$ cat config.mk
export PLATFORM = sky130hd
export DESIGN_NAME = bcd_round_controller
export DESIGN_NICKNAME = d
export VERILOG_FILES = /design/src/rtl/bcd_game_pkg.sv /design/src/rtl/button_debouncer.sv /design/src/rtl/bcd_round_controller.sv
export SDC_FILE = /design/constraint.sdc
export NUM_CORES = 1
export LEC_CHECK = 0
export CELL_PAD_IN_SITES_DETAIL_PLACEMENT = 0
export CELL_PAD_IN_SITES_GLOBAL_PLACEMENT = 1
export CORE_MARGIN = 1
export CORE_UTILIZATION = 28
export DETAILED_ROUTE_END_ITERATION = 12
export PLACE_DENSITY = 0.62
export SYNTH_ARGS = -nofsm -noshare
export SYNTH_HDL_FRONTEND = slang
export SYNTH_SLANG_ARGS = --single-unit
$ cat constraint.sdc
create_clock -name CLK -period 6.8 [get_ports CLK]
set_input_delay 1.7 -clock CLK [delete_from_list [all_inputs] [get_ports CLK]]
set_output_delay 1.7 -clock CLK [all_outputs]
set_load 0.02 [all_outputs]
$ cat src/rtl/bcd_game_pkg.sv
// Shared definitions for the BCD game round controller.
//   - state_t      : round sequencer states
//   - LFSR_TAPS    : Galois feedback mask for x^16+x^14+x^13+x^11+1
//   - digit_t      : one BCD digit
//   - SCORE_MAX    : saturation value of the correct-answer counter
//   - lfsr_step()  : one LFSR advance
//   - raw_to_bcd() : 7-bit raw value -> folded 0..99 target as two BCD digits
package bcd_game_pkg;

    typedef enum logic [2:0] {
        IDLE,
        LOAD,
        WAIT,
        CHECK,
        DONE
    } state_t;

    localparam logic [15:0] LFSR_TAPS = 16'hB400;

    typedef logic [3:0] digit_t;

    localparam digit_t SCORE_MAX = 4'd15;

    typedef struct packed {
        digit_t     tens;
        digit_t     ones;
        logic [6:0] value;
    } bcd_pair_t;

    // Right-shifting Galois form: the bit shifted out feeds back into the tap positions.
    function automatic logic [15:0] lfsr_step(input logic [15:0] s);
        return s[0] ? ((s >> 1) ^ LFSR_TAPS) : (s >> 1);
    endfunction

    // Folds 100..127 onto 0..27, then finds the tens digit by comparing
    // against the multiples of ten from the top down, so no divider is built.
    function automatic bcd_pair_t raw_to_bcd(input logic [6:0] raw);
        logic [6:0] t;
        bcd_pair_t  r;
        t       = (raw >= 7'd100) ? (raw - 7'd100) : raw;
        r.tens  = 4'd0;
        r.ones  = t[3:0];
        r.value = t;
        for (int k = 9; k >= 1; k--) begin
            if ((r.tens == 4'd0) && (t >= 7'(k * 10))) begin
                r.tens = 4'(k);
                r.ones = 4'(t - 7'(k * 10));
            end
        end
        return r;
    endfunction

endpackage

$ cat src/rtl/button_debouncer.sv
// Conditions one raw pushbutton into a single-cycle pulse.
//   clk   : system clock
//   rst   : asynchronous active-high reset
//   btn   : raw button level, asynchronous to clk
//   pulse : one-cycle pulse on each accepted rising edge of the button
// A raw edge reaches pulse after 2 synchronizer cycles + DEBOUNCE_CYCLES + 1.
module button_debouncer #(
    parameter int unsigned DEBOUNCE_CYCLES = 1_000_000
) (
    input  logic clk,
    input  logic rst,
    input  logic btn,
    output logic pulse
);

    localparam int unsigned CNT_W = (DEBOUNCE_CYCLES > 1) ? $clog2(DEBOUNCE_CYCLES) : 1;
    localparam logic [CNT_W-1:0] CNT_LAST = CNT_W'(DEBOUNCE_CYCLES - 1);

    logic             sync_1;
    logic             sync_2;
    logic             level;
    logic             level_d;
    logic [CNT_W-1:0] cnt;

    always_ff @(posedge clk or posedge rst) begin
        if (rst) begin
            // NOTE: every register, synchronizer flops included, takes a reset
            // value so a reset clears any debounce that is in progress.
            sync_1  <= 1'b0;
            sync_2  <= 1'b0;
            level   <= 1'b0;
            level_d <= 1'b0;
            pulse   <= 1'b0;
            cnt     <= '0;
        end else begin
            // NOTE: non-blocking assignments so every flop samples the value
            // from before this edge; this is what makes sync_1 -> sync_2 a chain.
            sync_1  <= btn;
            sync_2  <= sync_1;
            level_d <= level;
            pulse   <= level & ~level_d;
            // The level flips only after the disagreeing input has been seen
            // on DEBOUNCE_CYCLES consecutive samples; any agreement restarts.
            if (sync_2 != level) begin
                if (cnt == CNT_LAST) begin
                    level <= sync_2;
                    cnt   <= '0;
                end else begin
                    cnt <= cnt + CNT_W'(1);
                end
            end else begin
                cnt <= '0;
            end
        end
    end

endmodule

$ cat src/rtl/bcd_round_controller.sv
// Game-round sequencer for the BCD game.
//   CLK, RST      : clock, asynchronous active-high reset
//   BTN_START     : raw start button (debounced internally)
//   BTN_SUBMIT    : raw submit button (debounced internally)
//   SW            : player answer, unsigned binary 0..127
//   Q1, Q2        : BCD tens / ones digits of the current target
//   CORRECT       : saturating count of correct answers this game
//   ROUND_ACTIVE  : high while waiting for an answer
//   GAME_OVER     : high once the last round of a game has been scored
module bcd_round_controller
    import bcd_game_pkg::*;
#(
    parameter int unsigned DEBOUNCE_CYCLES = 1_000_000,
    parameter int unsigned ROUND_CYCLES    = 500_000_000,
    parameter int unsigned MAX_ROUNDS      = 15,
    parameter logic [15:0] LFSR_SEED       = 16'hACE1
) (
    input  logic       CLK,
    input  logic       RST,
    input  logic       BTN_START,
    input  logic       BTN_SUBMIT,
    input  logic [6:0] SW,
    output logic [3:0] Q1,
    output logic [3:0] Q2,
    output logic [3:0] CORRECT,
    output logic       ROUND_ACTIVE,
    output logic       GAME_OVER
);

    localparam int unsigned TIMER_W = (ROUND_CYCLES > 1) ? $clog2(ROUND_CYCLES) : 1;
    localparam logic [TIMER_W-1:0] TIMER_LAST = TIMER_W'(ROUND_CYCLES - 1);
    localparam logic [3:0] ROUND_LAST = 4'(MAX_ROUNDS);

    state_t               state_q;
    state_t               state_d;
    logic                 start_p;
    logic                 submit_p;
    logic [15:0]          lfsr;
    bcd_pair_t            bcd;
    digit_t               q1_q;
    digit_t               q2_q;
    digit_t               correct_q;
    logic [3:0]           round_cnt;
    logic [TIMER_W-1:0]   timer;
    logic [6:0]           target_q;
    logic [6:0]           guess_q;
    logic                 guess_valid_q;
    logic                 timeout;
    logic                 hit;
    logic                 last_round;

    button_debouncer #(
        .DEBOUNCE_CYCLES (DEBOUNCE_CYCLES)
    ) u_start_btn (
        .clk   (CLK),
        .rst   (RST),
        .btn   (BTN_START),
        .pulse (start_p)
    );

    button_debouncer #(
        .DEBOUNCE_CYCLES (DEBOUNCE_CYCLES)
    ) u_submit_btn (
        .clk   (CLK),
        .rst   (RST),
        .btn   (BTN_SUBMIT),
        .pulse (submit_p)
    );

    assign bcd        = raw_to_bcd(lfsr[6:0]);
    assign timeout    = (timer == TIMER_LAST);
    // A timed-out round leaves guess_valid_q low, so it can never score.
    assign hit        = guess_valid_q && (guess_q == target_q);
    assign last_round = ((round_cnt + 4'd1) == ROUND_LAST);

    always_ff @(posedge CLK or posedge RST) begin
        if (RST) begin
            state_q <= IDLE;
        end else begin
            state_q <= state_d;
        end
    end

    always_comb begin
        // NOTE: every signal written here gets a default first, so no path
        // through the case leaves one unassigned and no latch is inferred.
        state_d      = state_q;
        ROUND_ACTIVE = 1'b0;
        GAME_OVER    = 1'b0;
        case (state_q)
            IDLE: begin
                if (start_p) state_d = LOAD;
            end
            LOAD: begin
                state_d = WAIT;
            end
            WAIT: begin
                ROUND_ACTIVE = 1'b1;
                if (submit_p || timeout) state_d = CHECK;
            end
            CHECK: begin
                state_d = last_round ? DONE : LOAD;
            end
            DONE: begin
                GAME_OVER = 1'b1;
                if (start_p) state_d = LOAD;
            end
            default: begin
                state_d = IDLE;
            end
        endcase
    end

    always_ff @(posedge CLK or posedge RST) begin
        if (RST) begin
            lfsr          <= LFSR_SEED;
            q1_q          <= 4'd0;
            q2_q          <= 4'd0;
            correct_q     <= 4'd0;
            round_cnt     <= 4'd0;
            timer         <= '0;
            target_q      <= 7'd0;
            guess_q       <= 7'd0;
            guess_valid_q <= 1'b0;
        end else begin
            lfsr <= lfsr_step(lfsr);
            case (state_q)
                IDLE, DONE: begin
                    if (start_p) begin
                        correct_q <= 4'd0;
                        round_cnt <= 4'd0;
                    end
                end
                LOAD: begin
                    q1_q     <= bcd.tens;
                    q2_q     <= bcd.ones;
                    target_q <= bcd.value;
                    timer    <= '0;
                end
                WAIT: begin
                    timer <= timer + TIMER_W'(1);
                    // Submit takes priority over a timeout in the same cycle.
                    if (submit_p) begin
                        guess_q       <= SW;
                        guess_valid_q <= 1'b1;
                    end else if (timeout) begin
                        guess_valid_q <= 1'b0;
                    end
                end
                CHECK: begin
                    if (hit && (correct_q != SCORE_MAX)) correct_q <= correct_q + 4'd1;
                    round_cnt <= round_cnt + 4'd1;
                end
                default: begin
                end
            endcase
        end
    end

    assign Q1      = q1_q;
    assign Q2      = q2_q;
    assign CORRECT = correct_q;

endmodule

# Word-level counts from Yosys, hierarchy flattened
# Cells that the tools add are included.
# classes
n_mux	28
reduce_logical	31
n_eq_ne	15
order_cmp	10
bitwise	5
add_sub_neg	15
# ops
operator	count
$mux 20	4
$mux 8	9
$pmux 29 s2	1
$add 20x1->20 const B	2
$eq 20x20->1 const B	2
$logic_not 4->1	8
$add 29x1->29 const B	1
$eq 29x29->1 const B	1
$ge 7x7->1 const B	4
$ge 7x6->1 const B	3
$sub 4x4->4 const B	5
$mux 16	1
$pmux 4 s2	2
$ge 7x5->1 const B	2
$pmux 3 s4	1
$reduce_and 2->1	6
$logic_and 1x1->1	10
$mux 3	3
$add 4x1->4 const B	2
$mux 4	2
$sub 4x3->4 const B	2
$eq 7x7->1	1
$ge 7x4->1 const B	1
$mux 7	1
20 further kinds	30
# word_totals
out_inout_bits	14
ff_bits	129
inputBits	11
word_cells	126

# Longest topological paths before layout
# depth
word_depth	28
ltp_mapped	13
mapped_depth_nobuf	12

# By module
# Synthesis repeated with hierarchy kept, for this count alone.
# unflattened
cells_unflattened	665
area_unflattened_um2	6665.1
# modules_own_cells
module	cells_each	n_inst	area_each_um2
bcd_round_controller	437	1	4327.9
button_debouncer	114	2	1168.6

# Worst setup path after synthesis
# No wires, ideal clock.
# synth_path
kind	register to register
startpoint	reg lfsr[3]
endpoint	reg q2_q[1] (netlist: Q2[1])
arrival_ns	3.039
path_stages_with_launch	14
synth_period_minus_slack_ns	3.119
slack_ns	3.681
cell_sequence	dfrtp_1 -> inv_1 -> ha_1 -> or3b_1 -> buf_6 -> a22oi_4 -> inv_1 -> buf_2 -> ha_1 -> a32o_1 -> a2111oi_4 -> nor2_2 -> a211o_1 -> o211ai_2
# synth_between
elab_chain_cells	28
# synth_rtl
element	line	text
start, declared	bcd_round_controller.sv:38	logic [15:0] lfsr;
start signal, assigned	bcd_round_controller.sv:126	lfsr <= lfsr_step(lfsr);
$sub 7x7->7 / $ge 7x7->1 (equally long branches)	bcd_game_pkg.sv:40	t = (raw >= 7'd100) ? (raw - 7'd100) : raw;
$mux 7 *	bcd_game_pkg.sv:40	
$ge 7x7->1	bcd_game_pkg.sv:45	if ((r.tens == 4'd0) && (t >= 7'(k * 10))) begin
$mux 8	bcd_game_pkg.sv:45	
$logic_not 4->1	bcd_game_pkg.sv:45	
$logic_and 1x1->1	bcd_game_pkg.sv:45	
$mux 8	bcd_game_pkg.sv:45	
$logic_not 4->1	bcd_game_pkg.sv:45	
[... 12 more ...]	n/a	
$logic_and 1x1->1	bcd_game_pkg.sv:45	
$mux 8	bcd_game_pkg.sv:45	
$logic_not 4->1	bcd_game_pkg.sv:45	
$logic_and 1x1->1	bcd_game_pkg.sv:45	
$mux 8	bcd_game_pkg.sv:45	
$logic_not 4->1	bcd_game_pkg.sv:45	
$logic_and 1x1->1	bcd_game_pkg.sv:45	
$mux 8 *	bcd_game_pkg.sv:45	
end signal, assigned	bcd_round_controller.sv:136	q2_q <= bcd.ones;
end, declared	bcd_round_controller.sv:41	digit_t q2_q;
# Mark *: on every way between the ends. The rest lies on a longest branch, timed or not.
# A chain may end at the register's enable or synchronous reset.

# Final worst setup path
# layout_path
startpoint	reg state_q[2]
endpoint	out ROUND_ACTIVE
# layout_between
elab_chain_cells	2
# layout_rtl
element	line	text
start, declared	bcd_round_controller.sv:34	state_t state_q;
start signal, assigned	bcd_round_controller.sv:80	state_q <= state_d;
$eq 3x2->1	bcd_round_controller.sv:90	case (state_q)
$mux 1	bcd_round_controller.sv:90	
end, declared	bcd_round_controller.sv:26	output logic ROUND_ACTIVE,
# Every way passes these cells.

==> flow_summary_export.csv <==
group,metric,value,unit
layout,n_antenna_cell,0,
cts,cts.clk_slew.worst_paths,0.06,ns
logic_synthesis,synth_xor_area_frac,0.06198,
critical_path,cp-start-kind,"flip-flop",
cts,cts.repair.resized,0,
power_and_ir_drop,p_seq_frac,0.433,
critical_path,reg2reg_depth,11,
sta,rsz0062_at_grt,"no",
sta,worst_pin_slew,1.020,ns
layout,syn2layout_area_growth,17.32,%
logic_synthesis,ys_ff_latch,128,
cts,post_cts_buffers,0,
grt,antenna_found_initial,0,
sta,setup_tns,0,ns
hold_path,min_to,"u_start_btn.sync_2$_DFF_PP0_",
route,wl,14.32,mm
logic_synthesis,ys_warn_count,0,
logic_synthesis,netlist_area,0.006500,sq mm
die,dieArea,0.02383,sq mm
critical_path,required,5.10,ns
route,drt-pass1-iter-count,4,
critical_path,cp.arrival,2.16,ns
cts,numClockSinks,128,
route,num_vias,4877,
layout,drive_above_1_share,0.09339,
placement,io_buffers,24,
sta,fin_crit,3.862,ns
cts,cts_inserted_buffers,17,
logic_synthesis,synth_top_area_share,0.4620,
critical_path,r2r_start,"lfsr[3]$_DFF_PP0_",
logic_synthesis,synth.distinct_cells,71,
logic_synthesis,synth_flop_cell,"dfrtp_1",
die,pin_count,25,
grt,grt_pass1_wl,24.90,mm
sta,max_freq,0.2589,GHz
sta,fin_crit_sh,0.5680,
route,wl_per_cell,14.60,um
logic_synthesis,synth_top_family_by_area,"simple AND/OR/NAND/NOR gates",
power_and_ir_drop,switchingPower,384.3,uW
power_and_ir_drop,power.density,233.0,mW/mm^2
die,core,0.02271,sq mm
critical_path,critical_path_class,"reg -> out",
logic_synthesis,synth_fa_ha_area_frac,0.02695,
logic_synthesis,synthMuxAreaShare,0.04023,
cts,cts_root_buf,"clkbuf_16",
logic_synthesis,ys_seq_area_frac,0.4943,
grt,grt_max_degree,82,
sta,slew_headroom,0.3198,
critical_path,worstPathMaxFanout,9,
power_and_ir_drop,combPwrFrac,0.018,
grt,grtUsageTotal,0.1306,
power_and_ir_drop,peakVddDrop,142.9,uV
sta,slew_violations,0,
route,ant_nets,0,
placement,gp_congestion,0.8452,
critical_path,cp-end-kind,"primary output",
critical_path,worst_r2r_endpoint,"Q2[1]$_DFFE_PP0P_",
sta,setup_viol,0,
grt,grt_pass1_vias,4902,
logic_synthesis,synth.avg_cell_area,9.819,sq um
power_and_ir_drop,switching_share,0.2162,
route,drt_iter0_drc,303,
logic_synthesis,postSynthCellCount,662,
power_and_ir_drop,p_int,1.393,mW
die,die-width,154.4,um
placement,hpwl,9.938,mm
layout,design_area,0.007626,sq mm
placement,placed_area,0.006990,sq mm
cts,hold_buffers,0,
cts,clockBufferDepth,2,
logic_synthesis,synthArstFlopShare,1.000,
sta,clock_skew,0.01041,ns
die,rows,55,
job,cap_violations,0,
cts,clk_latency,0.42,ns
route,vias_per_cell,4.971,
logic_synthesis,syn-num-nets,687,
power_and_ir_drop,clkPwrFrac,0.549,
hold_path,worstHoldPathCells,0,
die,die_h,154.4,um
power_and_ir_drop,p_leak,3.306,nW
die,start_util,0.2862,
logic_synthesis,synth_area_leaders,"dfrtp_1 46%, nand2_1 4.3%, nor2_1 3.7%",
logic_synthesis,yosysTopAreaCell,"dfrtp_1",
cts,htreeDepth,4,
sta,hold_violations,0,
outcome,status,"complete, no violations",
critical_path,worst-r2r-setup-slack,3.25,ns
cts,cts_tree,"done",
logic_synthesis,synthSimpleGateAreaFrac,0.2125,
hold_path,hold_start,"u_start_btn.sync_1$_DFF_PP0_",
logic_synthesis,synth_edf_count,0,
logic_synthesis,synth_compound_area_frac,0.1322,
route,drc,0,
hold_path,hold_path_class,"reg -> reg",
grt,grt_overflow,0,
layout,nets,708,
-- logic make-up after synthesis --
| family | count (synthesis) |
|---|---|
| and+or+nand+nor | 277 |
| AOI/OAI and AO/OA | 126 |
| DFF | 128 |
| muxes | 25 |
| buffers and inverters | 46 |
| xor gates and xnor gates | 46 |
| adders and majority gates | 14 |
-- layout make-up --
| cell class | instances | area (sq um) |
|---|---|---|
| Multi-Input combinational cell | 488 | 3080 |
| Inverter | 22 | 85.08 |
| Sequential cell | 128 | 3213 |
| Tap cell | 285 | 356.6 |
| Timing Repair Buffer | 26 | 255.2 |
| Clock buffer | 17 | 425.4 |
| Fill cell | 2276 | 15080 |
| Clock inverter | 15 | 210.2 |
-- stage by stage --
step           cells    util  total power, mW  setup WS, ns  hold WS (ns)
6_report         981  0.3358            1.777         2.938        0.3495
5_1_grt          981  0.3358            1.841         2.830        0.3574
4_1_cts          981  0.3358            1.806         2.944        0.3508
3_5_place_dp     949  0.3078           0.8162         3.148        0.3367
3_3_place_gp     949  0.3078           0.8145         3.207        0.3347
2_1_floorplan    662       -           0.8009         1.701        0.3312
-- per-layer routing --
layer | track usage | wire length, um
met1 | 0.1777 | 7332
met2 | 0.2013 | 6368
met3 | 0.03110 | 376
met4 | 0.04856 | 240
met5 | 0 | 0
-- flip-flops by register name, indices dropped and copies added, names as in the netlist, 3 cells and up --
| signal | flops |
|---|---|
| guess_q | 7 |
| u_start_btn.cnt | 20 |
| lfsr | 16 |
| round_cnt | 4 |
| u_submit_btn.cnt | 20 |
| timer | 29 |
| state_q | 3 |
| Q2 | 4 |
| Q1 | 4 |
| target_q | 6 |
| CORRECT | 4 |
-- worst max path at each step --
stage                     slack (ns)              startpoint                             end  cells past startpoint
after global routing            2.83  state_q[2]$_DFFE_PP0P_                    ROUND_ACTIVE                      4
final                           2.94  state_q[2]$_DFFE_PP0P_                    ROUND_ACTIVE                      4
after floorplan                 1.70                     RST          CORRECT[0]$_DFFE_PP0P_                      1
after CTS                       2.94  state_q[2]$_DFFE_PP0P_                    ROUND_ACTIVE                      4
after global placement          3.21                     RST   u_submit_btn.cnt[8]$_DFF_PP0_                      3
after detailed placement        3.15                     RST  u_submit_btn.cnt[10]$_DFF_PP0_                      3
-- power by group through the flow --
stage / clock (mW) / combinational, mW / sequential, mW
2_1_floorplan: 0 / 0.0185 / 0.782
3_3_place_gp: 0 / 0.0318 / 0.783
3_5_place_dp: 0 / 0.0331 / 0.783
4_1_cts: 1.00 / 0.0332 / 0.769
5_1_grt: 1.03 / 0.0369 / 0.770
6_report: 0.976 / 0.0316 / 0.770
-- worst max-delay path, cell delays in order, from the launching register on --
cell and delay (ns):
dfrtp_1 0.40, and2b_1 0.36, nand2b_2 0.18, inv_2 0.18, clkdlybuf4s50_1 0.62
-- Yosys cell counts, types with 4 or more instances --
library cell,instances
a21oi_1,27
a31oi_1,8
and2_1,8
and3_1,13
clkbuf_1,15
dfrtp_1,120
dfstp_2,8
ha_1,14
inv_1,21
mux2_2,9
mux2i_1,16
nand2_1,74
nand2b_1,6
nand3_1,38
nand4_1,24
nor2_1,64
nor2b_1,4
nor3_1,8
nor3b_1,4
nor4_1,6
o211ai_1,5
o21ai_0,41
o31ai_1,7
or3_1,9
xnor2_1,23
xor2_1,23
-- cells in the final DEF, fill, tap and decap left out, drive strengths merged, types with 3 or more instances in the layout --
cell type,netlist,final
mux2,9,9
nor2b,4,4
nand2,74,74
a21oi,27,27
nor3b,4,4
nand2b,7,7
o21ai,41,41
nor3,10,10
dfstp,8,8
inv,22,24
o31ai,7,7
clkdlybuf4s50,0,24
and4,3,3
a211oi,3,3
bufinv,0,4
clkbuf,15,17
clkinv,0,7
dfrtp,120,120
a32oi,3,3
o32ai,3,3
and2,9,9
and3,13,13
a31oi,8,8
or3,9,9
nand4,24,24
nor2,65,65
o211ai,6,6
a22o,3,3
xnor2,23,23
xor2,23,23
ha,14,14
nor4,6,6
mux2i,16,16
nand3,38,38
No activity file was read; power rests on OpenSTA's default activity.
